$ cat config.mk
export PLATFORM = sky130hd
export DESIGN_NAME = inv_subbyte
export DESIGN_NICKNAME = d
export VERILOG_FILES = /design/src/rtl/aes_inv_pkg.sv /design/src/rtl/inv_subbyte.sv
export SDC_FILE = /design/constraint.sdc
export NUM_CORES = 1
export LEC_CHECK = 0
export CORE_MARGIN = 2
export CORE_UTILIZATION = 53
export DETAILED_ROUTE_END_ITERATION = 12
export PLACE_DENSITY = 0.83
export SETUP_SLACK_MARGIN = 0.3
export SLEW_MARGIN = 15
export SYNTH_ARGS = -nofsm -noshare
export SYNTH_HDL_FRONTEND = slang
export SYNTH_SLANG_ARGS = --single-unit
$ cat constraint.sdc
create_clock -name clk -period 5 [get_ports clk]
set_clock_uncertainty 0.15 [all_clocks]
set_input_delay 1 -clock clk [delete_from_list [all_inputs] [get_ports clk]]
set_output_delay 1 -clock clk [all_outputs]
set_load 0.05 [all_outputs]
$ cat src/rtl/aes_inv_pkg.sv
// aes_inv_pkg: shared definitions for the AES InvSubBytes/InvShiftRows block.
//   - state_t     : FSM encoding of inv_subbyte
//   - NBYTES / LAST_IDX : byte-count constants of the 128-bit AES state
//   - src_idx()   : maps output byte index to source byte index (InvShiftRows)
//   - INV_SBOX    : 256-entry inverse S-box, INV_SBOX[x] = InvSBox(x)
package aes_inv_pkg;

    typedef enum logic [1:0] {
        IDLE   = 2'd0,
        LOOKUP = 2'd1,
        DRAIN  = 2'd2,
        DONE   = 2'd3
    } state_t;

    localparam int         NBYTES   = 16;
    localparam logic [3:0] LAST_IDX = 4'd15;

    // Output byte k sits at row r = k[1:0], column c = k[3:2]. InvShiftRows
    // pulls it from column (c - r) mod 4 of the same row; 2-bit subtraction
    // gives the mod-4 wrap for free.
    function automatic logic [3:0] src_idx(input logic [3:0] k);
        logic [1:0] c_src;
        c_src = k[3:2] - k[1:0];
        return {c_src, k[1:0]};
    endfunction

    // Element 0 is the leftmost byte of the concatenation.
    localparam logic [0:255][7:0] INV_SBOX = {
        128'h52096ad53036a538bf40a39e81f3d7fb,
        128'h7ce339829b2fff87348e4344c4dee9cb,
        128'h547b9432a6c2233dee4c950b42fac34e,
        128'h082ea16628d924b2765ba2496d8bd125,
        128'h72f8f66486689816d4a45ccc5d65b692,
        128'h6c704850fdedb9da5e154657a78d9d84,
        128'h90d8ab008cbcd30af7e45805b8b34506,
        128'hd02c1e8fca3f0f02c1afbd0301138a6b,
        128'h3a9111414f67dcea97f2cfcef0b4e673,
        128'h96ac7422e7ad3585e2f937e81c75df6e,
        128'h47f11a711d29c5896fb7620eaa18be1b,
        128'hfc563e4bc6d279209adbc0fe78cd5af4,
        128'h1fdda8338807c731b11210592780ec5f,
        128'h60517fa919b54a0d2de57a9f93c99cef,
        128'ha0e03b4dae2af5b0c8ebbb3c83539961,
        128'h172b047eba77d626e169146355210c7d
    };

endpackage

$ cat src/rtl/inv_subbyte.sv
// inv_subbyte: computes InvSubBytes(InvShiftRows(data_in)) one byte per cycle
// through a synchronous inverse S-box. Start-to-ready latency is 18 cycles.
// Byte i of a 128-bit word is bits [127-8i -: 8].
// Ports:
//   clk, rst      - clock, synchronous active-high reset
//   start_in      - request, only sampled in IDLE
//   data_in       - 128-bit AES state, latched on accept
//   sbox_data_out - external ROM address
//   sbox_data_in  - external ROM data, valid one cycle after ce/re
//   ce, re        - external ROM chip/read enable
//   data_out      - result, stable from DONE until the next accepted start
//   ready_out     - one-cycle completion pulse
// Build option: define INV_SUBBYTE_INTERNAL_SBOX_EN to use a registered
// internal table instead of the external ROM (ROM ports then tied to 0).
module inv_subbyte
    import aes_inv_pkg::*;
(
    input  logic         clk,
    input  logic         rst,
    input  logic         start_in,
    input  logic [127:0] data_in,
    output logic [7:0]   sbox_data_out,
    input  logic [7:0]   sbox_data_in,
    output logic         ce,
    output logic         re,
    output logic [127:0] data_out,
    output logic         ready_out
);

    state_t               r_state;
    state_t               w_next;
    logic [3:0]           r_cnt;
    logic [0:15][7:0]     r_src;     // latched input, element i = byte i
    logic [0:15][7:0]     r_dout;
    logic                 r_wr_vld;  // a lookup was issued last cycle
    logic [3:0]           r_wr_idx;  // output byte that lookup belongs to
    logic                 w_lookup;
    logic [7:0]           w_addr;
    logic [7:0]           w_rd;

    always_comb begin
        w_next = r_state;
        case (r_state)
            IDLE:    if (start_in) w_next = LOOKUP;
            LOOKUP:  if (r_cnt == LAST_IDX) w_next = DRAIN;
            DRAIN:   w_next = DONE;
            DONE:    w_next = IDLE;
            default: w_next = IDLE;
        endcase
    end

    assign w_lookup  = (r_state == LOOKUP);
    assign w_addr    = r_src[src_idx(r_cnt)];
    assign ready_out = (r_state == DONE);
    assign data_out  = r_dout;

    always_ff @(posedge clk) begin
        if (rst) begin
            r_state  <= IDLE;
            r_cnt    <= 4'd0;
            r_src    <= '0;
            r_dout   <= '0;
            r_wr_vld <= 1'b0;
            r_wr_idx <= 4'd0;
        end else begin
            r_state <= w_next;
            if (r_state == IDLE && start_in) begin
                r_src <= data_in;
                r_cnt <= 4'd0;
            end else if (w_lookup) begin
                r_cnt <= r_cnt + 4'd1;
            end
            // ROM data arrives one cycle after the address, so the write
            // trails the issue by one cycle; the last one lands in DRAIN.
            r_wr_vld <= w_lookup;
            r_wr_idx <= r_cnt;
            if (r_wr_vld)
                r_dout[r_wr_idx] <= w_rd;
        end
    end

`ifdef INV_SUBBYTE_INTERNAL_SBOX_EN
    // Registered table read keeps the same one-cycle read latency as the ROM.
    logic [7:0] r_tbl;
    logic       w_unused_sbox;

    always_ff @(posedge clk) begin
        if (rst)
            r_tbl <= 8'h00;
        else if (w_lookup)
            r_tbl <= INV_SBOX[w_addr];
    end

    assign w_rd          = r_tbl;
    assign ce            = 1'b0;
    assign re            = 1'b0;
    assign sbox_data_out = 8'h00;
    assign w_unused_sbox = ^sbox_data_in;
`else
    assign ce            = w_lookup;
    assign re            = w_lookup;
    assign sbox_data_out = w_lookup ? w_addr : 8'h00;
    assign w_rd          = sbox_data_in;
`endif

endmodule
# Yosys cells after proc, flatten, opt, wreduce, memory -nomap -nowiden

Index checks and enable logic that the tools add are counted.

Word-level logic and storage cells: 64
Input port bits: 139
Output and inout bits: 139
Register bits after elaboration: 267

Reductions and logical operators: 5
Mux-type cells: 10
$add $sub $neg: 2
Bitwise operators: 2
Equality and inequality tests: 6
Magnitude comparators: 3

Operators with widths:

| operator                                                               | number |
|---|---|
| 128-bit bitwise mux                                                    | 1 |
| 8-bit binary-select mux with 4-bit select                              | 1 |
| 8-bit demux with 4-bit select                                          | 1 |
| 8-bit 2-to-1 mux                                                       | 4 |
| 5-bit greater-or-equal comparator (second input constant)              | 2 |
| 4-bit NOT with 5-bit output                                            | 2 |
| 2-bit case mux with 4 select lines                                     | 1 |
| 5-bit by 1-bit < comparator with 1-bit output (second input constant)  | 1 |
| 4-bit by 1-bit adder with 4-bit output (second input constant)         | 1 |
| 2-bit equality test (second input constant)                            | 2 |
| 4-bit equality test (second input constant)                            | 1 |
| 2-bit 2-to-1 mux                                                       | 2 |
| 2-bit by 1-bit equality test with 1-bit output (second input constant) | 1 |
| 1-bit logical AND                                                      | 2 |
| 2-bit logical NOT                                                      | 1 |
| 2-bit by 1-bit != test with 1-bit output (second input constant)       | 1 |
| 2-bit != test (second input constant)                                  | 1 |
| 2-bit AND reduction                                                    | 1 |
| 2-bit OR reduction                                                     | 1 |
| 2-bit subtractor                                                       | 1 |

# Longest topological paths before layout

Gate-level depths: netlist of run 1.

Depth after elaboration: 6
Mapped depth: 9
Mapped depth without buffers: 6

# Worst setup path after synthesis of run 1

Ideal clock, no wire load.

Path type: register to output
From: reg r_cnt[2]
To: out sbox_data_out[1]
Data required time: 3.850 ns
Stages on the path, launching flop included: 9
Data arrival time: 1.981 ns
Slack: 1.869 ns
Cell sequence: dfxtp_1 > inv_1 > ha_1 > buf_6 > buf_8 > buf_2 > a211oi_1 > a2111oi_1 > o21a_1

Word-level cells in the longest chain between the ends: 6

RTL lines:

| item                                                | RTL line           | source |
|---|---|---|
| start: declaration                                  | inv_subbyte.sv:32  | `logic [3:0] r_cnt;` |
| start signal: assignment                            | inv_subbyte.sv:71  | `r_cnt <= r_cnt + 4'd1;` |
| 2-bit subtractor                                    | aes_inv_pkg.sv:23  | `c_src = k[3:2] - k[1:0];` |
| 4-bit NOT with 5-bit output (implied by the code)   | inv_subbyte.sv:53  | `assign w_addr = r_src[src_idx(r_cnt)];` |
| 8-bit binary-select mux with 4-bit select           | inv_subbyte.sv:53  |  |
| 8-bit 2-to-1 mux (implied by the code) (2 in a row) | inv_subbyte.sv:53  |  |
| 8-bit 2-to-1 mux                                    | inv_subbyte.sv:102 | `assign sbox_data_out = w_lookup ? w_addr : 8'h00;` |
| end: declaration                                    | inv_subbyte.sv:22  | `output logic [7:0] sbox_data_out,` |

No other way between the ends. The select of a mux whose other input is x is not followed.

# Worst setup path after layout of run 1

From: reg r_cnt[2]
To: out sbox_data_out[2]

The elaborated chain is that of the path after synthesis.

==> results.cfg, run 1 <==
[run_status]
run_status = finished clean

[die]
floorplan.die.width_um = 146
die-area_um2 = 21400
chipHeight_um = 146
placement_rows = 52
initial_cell_density_of_the_core_pct = 53.5
io_pins = 278
core_region_area_um2 = 20000

[final_layout]
area_delta_synth_final_pct = 34.6
drive_above_1_share_pct = 8.04
final_nets = 1546
postLayoutCoreUtil_pct = 72.0
n_fill_cell = 1548
antenna_cells = 0

[clock_tree]
clk_path_buf_depth = 3
htree_num_levels = 1
ctsResizeCount = 0
cts_setup_buffers = 0
worst_setup_hold_path_clk_slew_ns = 0.06
cts_root_buf = clkbuf_16
skew_pair_late_insertion_delay_ns = 0.53
cts_tree = built
post_cts_hold_buffer_count = 0
numClockSinks = 267
numCtsBuffers = 27

[worst_setup_path]
critical_path_class = reg2out
cp_data_arrival_time_ns = 3.26
worst_ep_required_time_ns = 3.85
setup.worst_path.start_class = register
path_max_fanout = 16
critical_path_end_type = output port
r2r_worst_path_depth = 6

[grt]
grt_start_max_net_pins = 129
grt_pass1_vias = 8868
number_of_antenna_violations_at_the_first_check_in_global_routing = 0
first_pass_grt_wire_length_um = 45900
globalRoute.totalOverflow = 0
grt.total_usage_pct = 26.3

[synthesis]
synth_sequential_area_ratio_pct = 49.9
post_synth_most_frequent_cells = 269 x nand2_1, 267 x dfxtp_1, 137 x a21oi_1
asyncSetResetFlopFracSynth_pct = 0
postSynthCellCount = 1172
synth.yosys.warnings = 0
synth.lib_cells_used.distinct = 40
synth_area_leader_cell = dfxtp_1
synth.avg_cell_area_um2 = 9.14
dominantRegCellSynth = dfxtp_1
number_of_synthesized_flops_with_an_enable_pin = 0
ys_seq_elements = 267
syn_nets = 1318
post_synth_top_area_share_pct = 49.9
most_frequently_used_cell_type_in_the_post_synthesis_netlist = nand2_1
synth.area.top_cells = dfxtp_1 50%, mux2i_1 12%, nand2_1 9.4%
synthesis.area_um2 = 10700

[power]
share_seq_of_total_power_pct = 40.5
share_clk_of_total_power_pct = 33.4
switching_share_pct = 31.3
power_switching_mw = 1.94
power_density_nw_per_um2 = 429
portion_of_total_power_attributed_to_combinational_logic_pct = 26.1
internal_portion_of_total_power_mw = 4.25
static-leakage-power_nw = 5.48
vdd.ir_drop.worst_uv = 313

[timing]
max-slew-margin-rel_pct = 38.7
fin_crit_ns = 4.41
slew_viol_final = 0
finalCritPeriodShare_pct = 88.1
setup_viol_count_final = 0
timing.final.hold_violations = 0
fmaxAchievable_mhz = 227
worst_slew_pin_slew_ns = 0.920
rsz0062_at_grt = false
setup-tns-final_ns = 0

[route]
routed_wire_length_per_instance_um = 17.2
drt-initial-drc-count = 561
routed_wl_um = 29000
drt-pass1-iter-count = 5
detailroute.via_count = 9043
postRouteAntennaNets = 0
drc = 0
vias_per_cell = 5.36

[place]
dpl.hpwl_um = 20100
routability_cong = 0.868
place.port_buffers = 277

[min_path]
hold_path_cell_cnt = 2
worst_hold_path_type = reg2reg

[run]
max_cap_viol_count = 0
## cell families (layout without fill, tap and decap cells)
family | count (synthesis) | count (layout) | synth area share (%)
multiplexers | 170 | 170 | 18.3
AND/OR/NAND/NOR | 455 | 455 | 17.3
adder cells (fa/ha/maj) | 7 | 7 | 0.817
flip-flops | 267 | 267 | 49.9
AO/OA/AOI/OAI | 173 | 173 | 8.93
buffers and inverters | 94 | 340 | 4.14
XOR/XNOR | 6 | 6 | 0.630
## path summary, 6_finish.rpt
kind / from / to / slack [ns]
max: r_cnt[2] / sbox_data_out[2] / 0.59
min: r_src[65] / r_src[65] / 0.30
max reg2reg: r_state[0] / r_src[37] / 2.69
min reg2reg: r_src[65] / r_src[65] / 0.30
## cell usage in the layout (no fill, tap or decap), types with 3 or more instances in the layout
cell / synthesis / routed
a2111oi_1: 3 / 3
a211oi_1: 14 / 14
a21oi_1: 137 / 137
a22o_1: 3 / 3
buf_4: 4 / 20
bufinv_16: 0 / 3
clkbuf_1: 58 / 5
clkbuf_16: 0 / 27
clkbuf_8: 0 / 9
clkdlybuf4s50_1: 0 / 268
dfxtp_1: 267 / 265
ha_1: 7 / 7
inv_1: 3 / 3
mux2_2: 22 / 22
mux2i_1: 130 / 130
mux4_1: 7 / 7
mux4_2: 9 / 9
nand2_1: 269 / 268
nand3_1: 10 / 10
nand3b_1: 4 / 4
nor2_1: 131 / 131
nor2_2: 9 / 9
nor2b_1: 11 / 11
nor3_1: 4 / 4
nor4_1: 5 / 5
o21a_1: 8 / 8
o22ai_1: 8 / 8
or3_1: 3 / 3
## area by class of cell
cell class                 instances  area, um2  share of cell area, %
clock inverter                     7        118                  0.815
sequential                       267       5350                   37.1
inverter                           3       11.3                 0.0781
timing repair buffer             290       2870                   19.9
tap                              270        338                   2.34
clock buffer                      40        805                   5.58
multi-input combinational        811       4940                   34.2
## critical path, stage by stage, from the launching register on
cell and delay (ns):
dfxtp_1 0.35, inv_1 0.09, ha_1 0.70, buf_4 0.34, mux4_1 0.58, a22o_1 0.26, o21a_1 0.24, buf_12 0.16
## power by group through the flow
stage	combinational, mW	clock (mW)	sequential [mW]
finish	1.62	2.07	2.50
global route	1.75	2.19	2.52
CTS	1.61	2.09	2.50
detailed placement	1.60	0	2.54
global placement	1.57	0	2.53
floorplan	1.16	0	2.52
## registers in the layout, summed over array words and instances (netlist names)
register and count:
r_wr_idx 4, r_cnt 4, r_state 2, r_wr_vld 1, data_out 128, r_src 128
## through the flow
| stage | power (mW) | hold slack (ns) | instances | setup WS, ns | area, um2 |
|---|---|---|---|---|---|
| after floorplan | 3.68 | 0.282 | 1172 | 1.87 | 10700 |
| after global placement | 4.10 | 0.288 | 1641 | 1.22 | 13500 |
| after detailed placement | 4.14 | 0.293 | 1641 | 1.14 | 13500 |
| after CTS | 6.20 | 0.301 | 1688 | 0.559 | 14400 |
| after global routing | 6.47 | 0.317 | 1688 | 0.433 | 14400 |
| final | 6.19 | 0.304 | 1688 | 0.594 | 14400 |
## per-layer routing
metal,global-route usage (%),vias up,wire length [um]
met3,3.84,52,1920
met1,34.2,4250,12200
met4,6.65,0,677
li1,-,4381,-
met5,0,-,0
met2,46.3,360,14200
(Power assumes the default switching activity.)
==> run 2: changes to the inputs <==
==> constraint.sdc (replaced) <==
create_clock -name clk -period 5 [get_ports clk]
set_clock_uncertainty 0.15 [all_clocks]
set_input_delay 0.5 -clock clk [delete_from_list [all_inputs] [get_ports clk]]
set_output_delay 0.5 -clock clk [all_outputs]
set_load 0.05 [all_outputs]
==> run 2 against run 1 <==
Against the previous run:
- combinational power decreased by 4%
- die area unchanged
- register-to-register slack lost 0.22 ns
- utilization shrank 0.14 points
- largest cell class unchanged
- highest routed layer unchanged
==> results.cfg, run 2 (same netlist as run 1, synthesis figures left out) <==
[run_status]
run_status = finished clean

[worst_setup_path]
cp_data_arrival_time_ns = 3.81
critical_path_buf_inv_count = 2
path_max_fanout = 23
cp_top_family = adder cells
critical_path_end_type = output port
critical_path.cell_chain = inv_1 > ha_1 > nand2b_1 > o22ai_1 > a2111oi_1 > o21a_1 > clkdlybuf4s50_1
setup.worst_path.start_class = register
critical-path-slowest-cell = ha_1
critical_path_class = reg2out
critical-path-max-stage-delay_ns = 0.91
timing.reg2reg.setup_slack_ns = 2.47
worst_ep_required_time_ns = 4.35

[timing]
setup_viol_count_final = 0
worst_slew_pin_slew_ns = 1.05
slew_viol_final = 0
finalCritPeriodShare_pct = 89.2
max-slew-margin-rel_pct = 29.7
timing.final.hold_violations = 0
rsz0062_at_grt = false
fin_crit_ns = 4.46
setup-tns-final_ns = 0
fmaxAchievable_mhz = 224

[run]
max_cap_viol_count = 0

[die]
floorplan.die.width_um = 146
io_pins = 278
initial_cell_density_of_the_core_pct = 53.5
core_region_area_um2 = 20000
placement_rows = 52
die-area_um2 = 21400
chipHeight_um = 146

[power]
post-layout-total-power_mw = 6.17
static-leakage-power_nw = 5.43
power_density_nw_per_um2 = 429
vdd.ir_drop.worst_uv = 302

[clock_tree]
ctsResizeCount = 0
skew_pair_late_insertion_delay_ns = 0.53
cts_setup_buffers = 0
numClockSinks = 267
numCtsBuffers = 27
worst_setup_hold_path_clk_slew_ns = 0.06
clk_path_buf_depth = 3
cts_tree = built
post_cts_hold_buffer_count = 0
htree_num_levels = 1
cts_root_buf = clkbuf_16

[final_layout]
final_nets = 1539
final-seq-area_um2 = 5350
layout_common_cells = 276 x clkdlybuf4s50_1, 268 x nand2_1, 265 x dfxtp_1
area_delta_synth_final_pct = 34.3
finalInstanceArea_um2 = 14400
postLayoutCoreUtil_pct = 71.8
final_common_cell = clkdlybuf4s50_1
drive_above_1_share_pct = 7.22
antenna_cells = 0
n_fill_cell = 1517
multi_input_area_um2 = 4940

[grt]
first_pass_grt_wire_length_um = 45500
globalRoute.totalOverflow = 0
grt_start_max_net_pins = 164
grt.total_usage_pct = 26.2
number_of_antenna_violations_at_the_first_check_in_global_routing = 0
grt_pass1_vias = 8643

[min_path]
worst_hold_path_type = reg2reg

[place]
dpl.hpwl_um = 20100
place.port_buffers = 277
placed_area_um2 = 13500
routability_cong = 0.860

[route]
routed_wire_length_per_instance_um = 17.2
postRouteAntennaNets = 0
routed_wl_um = 29000
drt-pass1-iter-count = 5
drt-initial-drc-count = 529
vias_per_cell = 5.33
drc = 0
detailroute.via_count = 8972
## run 2: layout make-up
| cell class | instances | share of cell area [%] |
|---|---|---|
| flip-flops and latches | 267 | 37.1 |
| multi-input cells | 811 | 34.3 |
| repair buffers | 283 | 19.7 |
| clock buffers | 37 | 5.44 |
| well taps | 270 | 2.35 |
| clock inverters | 11 | 0.991 |
| inverters | 3 | 0.0782 |
## run 2: tightest hold or removal path, stage by stage (launching register included)
cell     delay (ns)
dfxtp_1        0.31
nand2_1        0.05
a21oi_1        0.05
## run 2: worst paths after layout
| path | end | start | depth (start not counted) |
|---|---|---|---|
| min | r_src[44] | r_src[44] | 2 |
| max reg2reg | r_src[10] | r_state[0] | 6 |
| max | sbox_data_out[2] | r_cnt[2] | 7 |
| min reg2reg | r_src[44] | r_src[44] | 2 |
## run 2: per-stage QoR
stage	hold slack (ns)	std cells	setup slack, ns
2_1_floorplan	0.282	1172	2.37
3_3_place_gp	0.289	1634	1.17
3_5_place_dp	0.299	1634	1.10
4_1_cts	0.306	1682	0.517
5_1_grt	0.324	1682	0.379
6_report	0.303	1682	0.541
## run 2: power by group
| group | switching, mW | internal (mW) | total (mW) |
|---|---|---|---|
| sequential | 0.167 | 2.36 | 2.53 |
| clock | 0.830 | 1.25 | 2.08 |
| combinational | 0.954 | 0.611 | 1.56 |
| total | 1.95 | 4.22 | 6.17 |
## run 2: metal layers
layer | vias to the layer above | global-route usage, % | part of all wire [%]
li1 | 4367 | - | -
met1 | 4223 | 33.9 | 42
met2 | 327 | 45.5 | 49
met3 | 55 | 4.22 | 6.5
met4 | 0 | 7.43 | 2.3
met5 | - | 0 | 0
==> run 3: changes to the inputs <==
CORE_MARGIN = default   (was 2)
==> run 3 against run 2 <==
Against the previous run:
- clock power is 4% lower
- via count is 0.81% higher
- setup slack better by 0.00097 ns
- combinational power hardly changed
- sequential cell count stayed put
==> results.cfg, run 3 (same netlist as run 1, synthesis figures left out) <==
[route]
routed_wl_um = 29000
drc = 0
routed_wire_length_per_instance_um = 17.3
detailroute.via_count = 9045
postRouteAntennaNets = 0
drt-pass1-iter-count = 5
vias_per_cell = 5.39
drt-initial-drc-count = 548

[final_layout]
n_fill_cell = 1429
final_common_cell = clkdlybuf4s50_1
drive_above_1_share_pct = 7.29
antenna_cells = 0
layout_common_cells = 276 x clkdlybuf4s50_1, 268 x nand2_1, 265 x dfxtp_1
multi_input_area_um2 = 4940
finalInstanceArea_um2 = 14400
postLayoutCoreUtil_pct = 73.1
final_nets = 1540
area_delta_synth_final_pct = 34.1
final-seq-area_um2 = 5350

[worst_setup_path]
cp_data_arrival_time_ns = 3.81
critical_path_class = reg2out
path_max_fanout = 19
worst_ep_required_time_ns = 4.35
setup.worst_path.start_class = register
critical_path_end_type = output port

[timing]
finalCritPeriodShare_pct = 89.2
setup_viol_count_final = 0
slew_viol_final = 0
setup-tns-final_ns = 0
fin_crit_ns = 4.46
max-slew-margin-rel_pct = 21.8
timing.final.hold_violations = 0
fmaxAchievable_mhz = 224
worst_slew_pin_slew_ns = 1.17
rsz0062_at_grt = false

[min_path]
worst_hold_path_type = reg2reg

[clock_tree]
cts_tree = built
numClockSinks = 267
htree_num_levels = 1
cts_root_buf = clkbuf_16
skew_pair_late_insertion_delay_ns = 0.53
ctsResizeCount = 0
post_cts_hold_buffer_count = 0
clk_path_buf_depth = 3
cts_setup_buffers = 0
numCtsBuffers = 27
worst_setup_hold_path_clk_slew_ns = 0.06

[die]
io_pins = 278
placement_rows = 51
chipHeight_um = 144
floorplan.die.width_um = 144
die-area_um2 = 20800
core_region_area_um2 = 19700
initial_cell_density_of_the_core_pct = 54.5

[power]
static-leakage-power_nw = 5.43
power_density_nw_per_um2 = 424
vdd.ir_drop.worst_uv = 323

[grt]
first_pass_grt_wire_length_um = 44800
grt_start_max_net_pins = 178
grt.total_usage_pct = 27.6
globalRoute.totalOverflow = 0
number_of_antenna_violations_at_the_first_check_in_global_routing = 0
grt_pass1_vias = 8517

[place]
place.port_buffers = 277
dpl.hpwl_um = 19800
routability_cong = 0.885
placed_area_um2 = 13500

[run_status]
run_status = finished clean

[run]
max_cap_viol_count = 0
run 3: routing by layer:
metal  global-route usage, %  routed length, um  up-vias
li1                        -                  -     4368
met1                    34.1              12100     4282
met2                    48.9              14200      341
met3                    4.57               1990       54
met4                    8.31                699        0
met5                       0                  0        -
run 3: final timing paths:
kind                            slack, ns  startpoint  cells after the start          endpoint
worst min register to register       0.30    r_src[7]                      2          r_src[7]
worst min-delay path                 0.30    r_src[7]                      2          r_src[7]
worst max register to register       2.54  r_state[0]                      6         r_src[55]
worst max-delay path                 0.54    r_cnt[2]                      7  sbox_data_out[2]
run 3: final cells by class:
type / count / area share, %
well taps: 265 / 2.31
clock inverters: 8 / 0.531
flip-flops and latches: 267 / 37.2
repair buffers: 284 / 19.8
multi-input cells: 811 / 34.4
inverters: 3 / 0.0784
clock buffers: 39 / 5.71
run 3: critical path, cell delays in order, from the launching register on:
cell and delay (ns):
dfxtp_1 0.35, inv_1 0.09, ha_1 0.80, buf_4 0.31, mux4_1 0.56, a22o_1 0.26, o21a_1 0.22, clkdlybuf4s50_1 0.71
run 3: metrics by stage:
stage / std cells / setup slack (ns) / total power [mW] / hold slack (ns)
final: 1677 / 0.542 / 6.10 / 0.303
after global routing: 1677 / 0.378 / 6.38 / 0.316
after CTS: 1677 / 0.520 / 6.12 / 0.304
after detailed placement: 1630 / 1.09 / 4.13 / 0.295
after global placement: 1630 / 1.16 / 4.09 / 0.289
after floorplan: 1172 / 2.37 / 3.68 / 0.282
run 3: where the power goes:
part / internal, mW / leakage, nW / switching [mW]
combinational: 0.613 / 2.81 / 0.959
sequential: 2.36 / 2.17 / 0.162
clock: 1.19 / 0.443 / 0.818
